$ cat config.mk
export PLATFORM = sky130hd
export DESIGN_NAME = star_pixel_scanner
export DESIGN_NICKNAME = d
export VERILOG_FILES = /design/src/rtl/star_pixel_scanner.sv
export SDC_FILE = /design/constraint.sdc
export NUM_CORES = 1
export LEC_CHECK = 0
export BUFFER_PORTS_ARGS = -buffer_cell sky130_fd_sc_hd__buf_4
export CAP_MARGIN = 20
export CELL_PAD_IN_SITES_DETAIL_PLACEMENT = 2
export CELL_PAD_IN_SITES_GLOBAL_PLACEMENT = 2
export CORE_MARGIN = 5
export CORE_UTILIZATION = 30
export DETAILED_ROUTE_END_ITERATION = 6
export PLACE_DENSITY_LB_ADDON = 0.1
export SLEW_MARGIN = 10
export SYNTH_ARGS = -nofsm -noshare
export SYNTH_HDL_FRONTEND = slang
export SYNTH_SLANG_ARGS = --single-unit
$ cat constraint.sdc
create_clock -name clk -period 8.63 [get_ports clk]
set_clock_uncertainty 0.1 [all_clocks]
set_input_delay 2.1575 -clock clk [delete_from_list [all_inputs] [get_ports clk]]
set_output_delay 2.1575 -clock clk [all_outputs]
set_load 0.05 [all_outputs]
$ cat src/rtl/star_pixel_scanner.sv
`default_nettype none
// ============================================================================
// Module   : star_pixel_scanner
// Purpose  : Raster-order reader of the 160x120 frame store; stops on each
//            pixel that is neither background nor box colour and reports it.
// Revision : 1.0  initial release
// ============================================================================
module star_pixel_scanner #(
  parameter int              xSz     = 8,
  parameter int              ySz     = 7,
  parameter int              colSz   = 3,
  parameter int              XMAX    = 160,
  parameter int              YMAX    = 120,
  parameter logic [colSz-1:0] BOX_COL = 3'b010
) (
  input  logic             clk,
  input  logic             resetn,
  input  logic             go,
  input  logic             resume,
  input  logic [colSz-1:0] pixVal,
  output logic [14:0]      rdAddress,
  output logic [xSz-1:0]   xOut,
  output logic [ySz-1:0]   yOut,
  output logic             starFound,
  output logic             scanDone,
  output logic             busy
);

  localparam logic [1:0] c_IDLE  = 2'd0;
  localparam logic [1:0] c_SCAN  = 2'd1;
  localparam logic [1:0] c_FOUND = 2'd2;
  localparam logic [1:0] c_DONE  = 2'd3;

  localparam logic [xSz-1:0] c_XLAST = xSz'(XMAX - 1);
  localparam logic [ySz-1:0] c_YLAST = ySz'(YMAX - 1);

  logic [1:0]     r_state;
  logic [1:0]     w_nextState;

  // Issue counters: address being presented this cycle
  logic [xSz-1:0] r_xc;
  logic [ySz-1:0] r_yc;
  logic           r_issuing;

  // Pipeline tag: coordinates whose data arrives on pixVal this cycle
  logic [xSz-1:0] r_xp;
  logic [ySz-1:0] r_yp;
  logic           r_vld;

  logic           w_hit;
  logic           w_issueLast;
  logic           w_tagLast;
  logic [xSz-1:0] w_advX;
  logic [ySz-1:0] w_advY;
  logic [xSz-1:0] w_succX;
  logic [ySz-1:0] w_succY;
  logic [14:0]    w_yExt;

  assign w_hit = (r_state == c_SCAN) && r_vld &&
                 (pixVal != '0) && (pixVal != BOX_COL);

  assign w_issueLast = (r_xc == c_XLAST) && (r_yc == c_YLAST);
  assign w_tagLast   = (r_xp == c_XLAST) && (r_yp == c_YLAST);

  assign w_advX  = (r_xc == c_XLAST) ? '0 : r_xc + xSz'(1);
  assign w_advY  = (r_xc == c_XLAST) ? r_yc + ySz'(1) : r_yc;
  assign w_succX = (r_xp == c_XLAST) ? '0 : r_xp + xSz'(1);
  assign w_succY = (r_xp == c_XLAST) ? r_yp + ySz'(1) : r_yp;

  // y*160 built as y*128 + y*32; peaks at 19199 so 15 bits never overflow
  assign w_yExt    = 15'(r_yc);
  assign rdAddress = (w_yExt << 7) + (w_yExt << 5) + 15'(r_xc);

  always_ff @(posedge clk or negedge resetn) begin
    if (!resetn) begin
      r_state <= c_IDLE;
    end else begin
      r_state <= w_nextState;
    end
  end

  always_comb begin
    w_nextState = r_state;
    unique case (r_state)
      c_IDLE: begin
        if (go) begin
          w_nextState = c_SCAN;
        end
      end
      c_SCAN: begin
        if (w_hit) begin
          w_nextState = c_FOUND;
        end else if (r_vld && !r_issuing) begin
          w_nextState = c_DONE;
        end
      end
      c_FOUND: begin
        if (resume) begin
          w_nextState = r_issuing ? c_SCAN : c_DONE;
        end
      end
      c_DONE: begin
        if (!go) begin
          w_nextState = c_IDLE;
        end
      end
      default: w_nextState = c_IDLE;
    endcase
  end

  always_comb begin
    starFound = 1'b0;
    scanDone  = 1'b0;
    busy      = 1'b0;
    unique case (r_state)
      c_SCAN:  busy = 1'b1;
      c_FOUND: begin
        busy      = 1'b1;
        starFound = 1'b1;
      end
      c_DONE:  scanDone = 1'b1;
      default: ;
    endcase
  end

  always_ff @(posedge clk or negedge resetn) begin
    if (!resetn) begin
      r_xc      <= '0;
      r_yc      <= '0;
      r_issuing <= 1'b0;
      r_xp      <= '0;
      r_yp      <= '0;
      r_vld     <= 1'b0;
      xOut      <= '0;
      yOut      <= '0;
    end else begin
      unique case (r_state)
        c_IDLE: begin
          r_xc      <= '0;
          r_yc      <= '0;
          r_vld     <= 1'b0;
          r_issuing <= go;
        end
        c_SCAN: begin
          if (w_hit) begin
            // Rewind to the pixel after the star; the read issued now is dropped
            xOut  <= r_xp;
            yOut  <= r_yp;
            r_vld <= 1'b0;
            if (w_tagLast) begin
              r_issuing <= 1'b0;
            end else begin
              r_xc      <= w_succX;
              r_yc      <= w_succY;
              r_issuing <= 1'b1;
            end
          end else if (r_issuing) begin
            r_xp  <= r_xc;
            r_yp  <= r_yc;
            r_vld <= 1'b1;
            if (w_issueLast) begin
              r_issuing <= 1'b0;
            end else begin
              r_xc <= w_advX;
              r_yc <= w_advY;
            end
          end else begin
            r_vld <= 1'b0;
          end
        end
        c_FOUND: begin
          r_vld <= 1'b0;
        end
        c_DONE: begin
          if (!go) begin
            r_xc      <= '0;
            r_yc      <= '0;
            r_issuing <= 1'b0;
            r_vld     <= 1'b0;
          end
        end
        default: ;
      endcase
    end
  end

endmodule
`default_nettype wire

==> reports/metrics.yaml, run 1 <==
drt:
  drc_errors: 0
  post_drt_wl_per_cell_um: 18.8
  drtIter0Drc: 74
  num_vias: 2435
  firstDrtPassIters: 4
  wl_um: 8800
  drtAntennaViolNets: 0
  drt-vias-per-instance: 5.21
clock_tree:
  post-cts-setup-buffers: 0
  htreeDepth: 2
  cts_root_buffer: "clkbuf_8"
  clk_latency_ps: 300
  holdBufCountCts: 0
  clk_pin_slew_worst_paths_ps: 90
  numCtsBuffers: 5
  cts-resized-gates: 0
  cts_tree: "done"
  clock_sinks: 49
  cts.path.max_buffers: 2
finish:
  instances_no_fill: 467
  mostFrequentLayoutCells: "dfrtp_1, buf_4, nand2_1"
  areaGrowthSynthToFinish_pct: 15.5
  antennaDiodeCount: 0
  final_common_cell: "dfrtp_1"
  nets: 360
  final_layout_size_suffix_gt1_share_pct: 24.5
  final_util_pct: 35.0
pwr:
  pwr-share-seq_pct: 31.1
  clkPwrFrac_pct: 16.0
  ir_worst_vdd_mv: 0.147
  switching_share_pct: 47.8
  power_density_nw_per_um2: 303
  intPower_w: 0.000563
  p_comb_share_pct: 52.8
  p_sw_w: 0.000516
  p_leak_nw: 1.69
timing:
  slew_violations: 0
  post-route-period-util_pct: 61.3
  hold_viol_final: 0
  rsz0062_at_grt: "no"
  fin_crit_ps: 5290
  finalSetupViolCount: 0
  fin_tns_setup_ps: 0
  worstMarginPinSlew_ps: 1020
  max_freq_ghz: 0.189
  fin_ws_ps: 3340
  fin_hold_ws_ps: 393
  relSlewSlack_pct: 31.9
floorplan:
  rows: 37
  num_io_pins: 40
  die_h_um: 111
  dieArea_um2: 12400
  die_x_um: 111
  start_util_pct: 30.3
  coreArea_um2: 10200
run_status:
  status: "finished, final reports clean"
grt:
  track_usage_pct: 14.9
  grt_pass1_wl_um: 15000
  grt_pass1_vias: 2735
  grt_overflow_total: 0
  grt_max_degree: 50
  antenna_found_initial: 0
critical_path:
  crit_required_ps: 6370
  end_kind: "output port"
  critPathKind: "flip-flop to output port"
  arrival_ps: 3040
  path_max_fanout: 5
  startpoint_type: "flip-flop"
synth:
  yosysUniqueCellTypes: 59
  synth_fp_nets: 330
  ys_ff_latch: 49
  synth-async-reset-ratio_pct: 100
  ys.flop_type: "dfrtp_1"
  synth_cells: 300
  avgSynthCellArea_um2: 10.3
  synth_area_um2: 3090
  ys_seq_area_share_pct: 39.7
  yosysWarnings: 0
  synth-edff-count: 0
run:
  drv_cap: 0
placed_design:
  dp_worst_setup_slack_ps: 3620
  hpwl_um: 6460
  place_congestion: 0.759
  placed_cells_incl_taps: 459
  io_buffers: 38
worst_hold_path:
  hp-class: "flip-flop to flip-flop"
logic make-up after synthesis:
group	share of synthesized area, %
simple gates	14.4
xor+xnor	4.82
compound gates	16.9
buf+inv	4.98
fa+ha+maj	9.81
flops	39.7
mux	9.44
path summary, 6_finish.rpt:
check,startpoint,end,slack (ps),cells past startpoint
worst max-delay path,r_yc[2],rdAddress[12],3340,10
worst min-delay path,xOut[5],xOut[5],390,2
worst max register to register,r_state[1],r_state[1],5390,8
worst min register to register,xOut[5],xOut[5],390,2
max in group asynchronous,resetn,r_xp[0],6190,1
min in group asynchronous,resetn,yOut[5],1770,1
flip-flops by register name (all words and copies together) (netlist names):
| register | count |
|---|---|
| r_vld | 1 |
| r_yc | 7 |
| r_issuing | 1 |
| yOut | 7 |
| r_xc | 8 |
| r_xp | 8 |
| r_state | 2 |
| r_yp | 7 |
| xOut | 8 |
metal layers:
| layer | up-vias | part of all wire, % | track usage [%] |
|---|---|---|---|
| met5 | - | 0 | 0 |
| met4 | 0 | 0.45 | 3.33 |
| met3 | 2 | 1.8 | 2.01 |
| met2 | 23 | 53 | 27.5 |
| met1 | 1271 | 44 | 18.4 |
| li1 | 1139 | - | - |
per-stage QoR:
stage / cell area, µm² / power [W]
floorplan: 3090 / 0.000773
CTS: 3570 / 0.00110
global route: 3570 / 0.00116
global placement: 3450 / 0.000906
finish: 3570 / 0.00108
detailed placement: 3450 / 0.000918
cells in the mapped netlist, types with 4 or more instances:
cell type	instances	share of area, %
xor2_1	4	1.1
buf_4	6	1.5
o21ai_0	24	3.9
mux2_2	23	8.4
nand2_1	36	4.4
nor2_1	8	0.97
a21oi_1	10	1.6
clkbuf_1	4	0.49
nand3_1	10	1.6
a32o_1	5	1.6
inv_1	14	1.7
xnor2_1	13	3.7
o2bb2ai_1	4	1.1
dfrtp_1	49	40
o22ai_1	5	1.0
ha_1	21	8.5
critical path: stages, from the launching register on:
cell and delay [ps]:
dfrtp_1 440, inv_1 150, fa_1 500, inv_1 70, fa_1 460, a21o_1 190, a21oi_1 250, o21bai_1 100
a21oi_1 220, xnor2_1 150, buf_4 220
area by class of cell:
type | instances | area, µm²
multi-input combinational | 221 | 1710
tap | 136 | 170
sequential | 49 | 1230
clock buffer | 7 | 86.3
timing repair buffer | 39 | 293
clock inverter | 1 | 30.0
inverter | 14 | 52.6
fill | 1140 | 6620
power by group through the flow:
stage          sequential [W]  clock, W  combinational [W]
6_report             0.000336  0.000173           0.000570
5_1_grt              0.000346  0.000194           0.000622
4_1_cts              0.000337  0.000181           0.000579
3_5_place_dp         0.000342         0           0.000576
3_3_place_gp         0.000340         0           0.000566
2_1_floorplan        0.000371         0           0.000402
Power figures use the tool's default switching activity.
==> run 2, diff against run 1 <==
- clock period: 8.63 -> 4.45 ns (I/O delays scaled with it)
==> run 2 against run 1 <==
Compared with the run above: flip-flop and latch count is the same; global-route usage is 0.12 points lower; first-iteration DRC count is 36% lower; via count down 0.16%; register-to-register slack got worse by 3800 ps; die area stayed put; non-clock buffer count up 2; setup slack lost 3100 ps; critical path type unchanged; largest cell class unchanged.
==> reports/metrics.yaml, run 2 (synthesis gave the netlist of run 1 again) <==
floorplan:
  start_util_pct: 30.3  # unchanged
  rows: 37  # unchanged
  dieArea_um2: 12400  # unchanged
  num_io_pins: 40  # unchanged
  die_h_um: 111  # unchanged
  die_x_um: 111  # unchanged
  coreArea_um2: 10200  # unchanged
clock_tree:
  numCtsBuffers: 5  # unchanged
  cts.path.max_buffers: 2  # unchanged
  cts-resized-gates: 0  # unchanged
  cts_root_buffer: "clkbuf_8"
  holdBufCountCts: 0  # unchanged
  clk_pin_slew_worst_paths_ps: 100  # about the same
  htreeDepth: 2  # unchanged
  clk_latency_ps: 300  # about the same
  post-cts-setup-buffers: 0  # unchanged
  cts_tree: "done"
  clock_sinks: 49  # unchanged
critical_path:
  end_kind: "output port"
  startpoint_type: "flip-flop"
  arrival_ps: 3000  # -40 ps
  path_max_fanout: 4  # -1
  critPathKind: "flip-flop to output port"
  crit_required_ps: 3240  # -3130 ps
worst_hold_path:
  hp-class: "flip-flop to flip-flop"
pwr:
  ir_worst_vdd_mv: 0.260  # +77%
  p_leak_nw: 1.67  # -0.74%
  power_density_nw_per_um2: 573  # +89%
  finalPower_w: 0.00204  # +89%
drt:
  firstDrtPassIters: 3  # -1
  dr_wl_met2_um: 4620  # -1.7%
  wl_met1_um: 3870  # -1.0%
  drtAntennaViolNets: 0  # unchanged
  highest_layer: "met4"
  dr_wl_met3_um: 176  # +13%
  drtIter0Drc: 47  # -36%
  wl_um: 8780  # -0.28%
  num_vias: 2431  # -0.16%
  drt-vias-per-instance: 5.18  # -0.59%
  drc_errors: 0  # unchanged
  post_drt_wl_per_cell_um: 18.7  # -0.71%
grt:
  grt_pass1_wl_um: 14900  # -0.23%
  grt_max_degree: 50  # unchanged
  track_usage_pct: 14.8  # -0.12 points
  antenna_found_initial: 0  # unchanged
  grt_pass1_vias: 2790  # +2.0%
  grt_overflow_total: 0  # unchanged
run_status:
  status: "finished, final reports clean"
finish:
  mostFrequentLayoutCells: "dfrtp_1, buf_4, nand2_1"
  fill_cells: 1147  # +0.61%
  final_util_pct: 34.9  # -0.14 points
  antennaDiodeCount: 0  # unchanged
  final_common_cell: "dfrtp_1"
  multiInputGateArea_um2: 1710  # unchanged
  nets: 362  # +0.56%
  final_layout_size_suffix_gt1_share_pct: 24.9  # +0.45 points
  seqCellArea_um2: 1230  # unchanged
  reg.largest.list: "r_xc x8, r_xp x8, xOut x8"
  areaGrowthSynthToFinish_pct: 15.0
timing:
  post-route-period-util_pct: 94.7
  fin_crit_ps: 4210
  fin_tns_setup_ps: 0  # unchanged
  max_freq_ghz: 0.237
  hold_viol_final: 0  # unchanged
  fin_hold_ws_ps: 403  # +9.69 ps
  rsz0062_at_grt: "no"
  finalSetupViolCount: 0  # unchanged
  worstMarginPinSlew_ps: 847  # -168 ps
  relSlewSlack_pct: 43.4  # +12 points
  slew_violations: 0  # unchanged
placed_design:
  hpwl_um: 6530  # +1.0%
  io_buffers: 38  # unchanged
  place_congestion: 0.719  # -5.2%
run:
  drv_cap: 0  # unchanged
run 2: cell types whose count changed in the layout (fill, tap and decap cells not counted), sizes merged:
cell,previous run,this run
buf,39,41
clkinvlp,0,2
bufinv,1,0
clkbuf,7,6
run 2: through the flow:
step	setup slack [ps]	cells	cell area, µm²
after floorplan	500	300	3090
after global placement	563	461	3460
after detailed placement	541	461	3460
after CTS	179	469	3550
after global routing	27.3	469	3550
final	235	469	3550
run 2: path summary, 6_finish.rpt:
kind	from	endpoint	slack, ps	cells past startpoint
max reg2reg	r_state[1]	r_yc[5]	1560	8
min in group asynchronous	resetn	r_yp[1]	730	1
min	xOut[5]	xOut[5]	400	2
max in group asynchronous	resetn	r_xc[6]	3090	1
min reg2reg	xOut[5]	xOut[5]	400	2
max	r_yc[0]	rdAddress[13]	240	10
run 2: metal layers:
metal / GRT usage, % / vias up
li1: - / 1142
met1: 18.3 / 1255
met5: 0 / -
met2: 26.9 / 26
met3: 2.39 / 8
met4: 3.24 / 0
run 2: critical path, stage by stage, from the launching register on:
cell and delay [ps]:
dfrtp_1 430, inv_1 120, fa_1 510, inv_1 70, ha_1 290, a21o_1 180
a21oi_1 210, o21ai_0 160, o41ai_1 330, xnor2_1 170, buf_4 220
run 2: cell type report:
class,count,area share (%)
Clock buffer,6,2.04
Clock inverter,2,0.423
Inverter,14,1.48
Multi-Input combinational cell,221,48.1
Sequential cell,49,34.5
Tap cell,136,4.79
Timing Repair Buffer,41,8.67
run 2: power by group:
part / leakage, nW / internal [W] / switching [W]
registers: 0.668 / 0.000537 / 0.000115
clock network: 0.0374 / 0.000111 / 0.000160
logic: 0.968 / 0.000378 / 0.000734
==> run 3, diff against run 2 <==
- ABC_AREA: default -> 1
- CTS_CLUSTER_DIAMETER: default -> 150
==> run 3 against run 2 <==
Compared with the run above: final cell count up 33%; sequential share of layout area down 1.9 points; sequential power up 19%; clock power up 30%; total power up 27%; largest power group unchanged.
==> reports/metrics.yaml, run 3 <==
drt:
  num_vias: 3041  # +25%
  post_drt_wl_per_cell_um: 15.9  # -15%
  firstDrtPassIters: 4  # +1
  drtAntennaViolNets: 0  # unchanged
  drt-vias-per-instance: 4.89  # -5.7%
  drtIter0Drc: 111  # +140%
  drc_errors: 0  # unchanged
  wl_um: 9920  # +13%
critical_path:
  end_kind: "output port"
  cp_num_buf_inv: 3  # unchanged
  crit_required_ps: 3240  # about the same
  reg2reg_setup_slack_ps: 1650  # +90 ps
  reg2regPathDepth: 12  # +4
  slowest_stage: "dfrtp_1"
  r2r_start: "r_state[1]"
  r2r_end: "r_yc[2]"
  startpoint_type: "flip-flop"
  arrival_ps: 2900  # -100 ps
  cp_top_family: "adder cells"
  path_cells: "inv_1, fa_1, inv_1, fa_1, nand3_1, nand2_1, nand2_1, nand2_1, a21oi_1, xnor2_1, buf_4"
  slowest_delay_ps: 530  # +20 ps
  path_max_fanout: 8  # +4
  critPathKind: "flip-flop to output port"
  crit_top_cell: "nand2_1"
synth:
  synth.most_common_cell: "nand2_1"
  ys_ff_latch: 49  # unchanged
  yosys-top-cells-area: "dfrtp_1, nand2_1, ha_1"
  ys_seq_area_share_pct: 37.2  # -2.5 points
  synth-edff-count: 0  # unchanged
  synth_fp_nets: 483  # +46%
  synth_top_area_share_pct: 37.2  # -2.5 points
  ys.flop_type: "dfrtp_1"
  synth-async-reset-ratio_pct: 100  # unchanged
  avgSynthCellArea_um2: 7.27  # -29%
  netlist_top_cells_count: "nand2_1, o21ai_0, dfrtp_1, inv_1, nand3_1"
  yosysTopAreaCell: "dfrtp_1"
  synth_cells: 453  # +51%
  synth_area_um2: 3290  # +6.6%
  yosysWarnings: 0  # unchanged
  yosysUniqueCellTypes: 31  # -47%
grt:
  grt_pass1_wl_um: 16800  # +13%
  grt_overflow_total: 0  # unchanged
  antenna_found_initial: 0  # unchanged
  track_usage_pct: 15.9  # +1.2 points
  grt_max_degree: 50  # unchanged
  grt_pass1_vias: 3340  # +20%
finish:
  final_layout_size_suffix_gt1_share_pct: 14.1  # -11 points
  final_util_pct: 34.8  # about the same
  nets: 511  # +41%
  mostFrequentLayoutCells: "nand2_1, o21ai_0, dfrtp_1"
  reg.largest.list: "r_xc x8, r_xp x8, xOut x8"
  final_area_um2: 3760  # +5.9%
  antennaDiodeCount: 0  # unchanged
  areaGrowthSynthToFinish_pct: 14.2
  final_common_cell: "nand2_1"
pwr:
  clkPwrFrac_pct: 13.6  # +0.3 points
  ir_worst_vdd_mv: 0.414  # +59%
  p_comb_share_pct: 56.5  # +1.9 points
  power_density_nw_per_um2: 688  # +20%
  switching_share_pct: 53.8  # +4.2 points
  pwr-share-seq_pct: 29.9  # -2.1 points
  p_leak_nw: 1.92  # +15%
  intPower_w: 0.00120  # +17%
  p_sw_w: 0.00139  # +38%
  finalPower_w: 0.00259  # +27%
worst_hold_path:
  worstHoldEndpoint: "yOut[2]"
  hold_depth: 2  # unchanged
  hold_start: "yOut[2]"
  hp-class: "flip-flop to flip-flop"
timing:
  fin_tns_setup_ps: 0  # unchanged
  worstMarginPinSlew_ps: 920  # +73.4 ps
  hold_viol_final: 0  # unchanged
  finalSetupViolCount: 0  # unchanged
  post-route-period-util_pct: 92.5  # -2.2 points
  relSlewSlack_pct: 38.5  # -5.0 points
  fin_crit_ps: 4120  # -97.8 ps
  fin_ws_ps: 333  # +97.8 ps
  slew_violations: 0  # unchanged
  max_freq_ghz: 0.243  # +2.4%
  rsz0062_at_grt: "no"
floorplan:
  num_io_pins: 40  # unchanged
  die_h_um: 115  # +3.0%
  rows: 38  # +2.7%
  coreArea_um2: 10800  # +6.0%
  start_util_pct: 30.5  # +0.19 points
  die_x_um: 115  # +3.0%
  dieArea_um2: 13200  # +6.0%
run:
  drv_cap: 0  # unchanged
placed_design:
  placed_cell_area_um2: 3640  # +5.1%
  dp_worst_setup_slack_ps: 681  # +140 ps
  io_buffers: 38  # unchanged
  place_congestion: 0.803  # +12%
  hpwl_um: 7580  # +16%
clock_tree:
  cts_tree: "done"
  clock_sinks: 49  # unchanged
  post-cts-setup-buffers: 0  # unchanged
  numCtsBuffers: 5  # unchanged
  holdBufCountCts: 0  # unchanged
  clk_latency_ps: 310  # about the same
  htreeDepth: 2  # unchanged
  cts_root_buffer: "clkbuf_8"
  clk_pin_slew_worst_paths_ps: 100  # about the same
  cts.path.max_buffers: 2  # unchanged
  cts-resized-gates: 0  # unchanged
run_status:
  status: "finished, final reports clean"
-- run 3: cell types whose count changed in the layout (fill, tap and decap cells not counted), sizes merged, moves of 19 or more --
cell and delta:
nand2 +109, inv +40, o21ai +32, nand3 +27, mux2 -23, nor2 +19
-- run 3: logic make-up after synthesis --
group	synth area share (%)
and+or+nand+nor	29.2
buffers and inverters	10.0
AOI/OAI and AO/OA	11.7
DFF	37.2
adders and majority gates	9.19
xor gates and xnor gates	1.86
muxes	0.798
-- run 3: worst min-delay path: cells and delay by family, from the launching register on --
| family | cells | cell delay, ps |
|---|---|---|
| and+or+nand+nor | 2 | 100 |
| DFF | 1 | 360 |
-- run 3: layout make-up --
type | count | area (µm²)
timing repair buffer | 40 | 300
inverter | 54 | 203
tap | 140 | 175
fill | 1328 | 7030
multi-input combinational | 331 | 1740
sequential | 49 | 1230
clock inverter | 2 | 37.5
clock buffer | 6 | 82.6
-- run 3: per-stage QoR --
stage	hold slack [ps]	instances
2_1_floorplan	375	453
3_3_place_gp	366	614
3_5_place_dp	375	614
4_1_cts	401	622
5_1_grt	430	622
6_report	394	622
-- run 3: how the worst max path moves through the flow --
stage	start	endpoint	slack, ps	cells past startpoint
2_1_floorplan	r_yc[0]	rdAddress[10]	780	7
3_3_place_gp	r_yc[0]	rdAddress[12]	750	11
3_5_place_dp	r_yc[0]	rdAddress[12]	680	11
4_1_cts	r_yc[0]	rdAddress[12]	290	11
5_1_grt	r_yc[0]	rdAddress[12]	120	11
6_report	r_yc[0]	rdAddress[12]	330	11
-- run 3: per-layer routing --
metal | global-route usage [%] | part of all wire [%] | up-vias
li1 | - | - | 1512
met1 | 22.1 | 50 | 1480
met2 | 26.5 | 46 | 43
met3 | 2.16 | 3.1 | 6
met4 | 3.76 | 0.94 | 0
met5 | 0 | 0 | -
-- run 3: power groups by stage --
stage | combinational, W | clock [W] | sequential, W
2_1_floorplan | 0.000979 | 0 | 0.000886
3_3_place_gp | 0.00146 | 0 | 0.000778
3_5_place_dp | 0.00148 | 0 | 0.000787
4_1_cts | 0.00149 | 0.000369 | 0.000778
5_1_grt | 0.00162 | 0.000387 | 0.000806
6_report | 0.00146 | 0.000351 | 0.000774
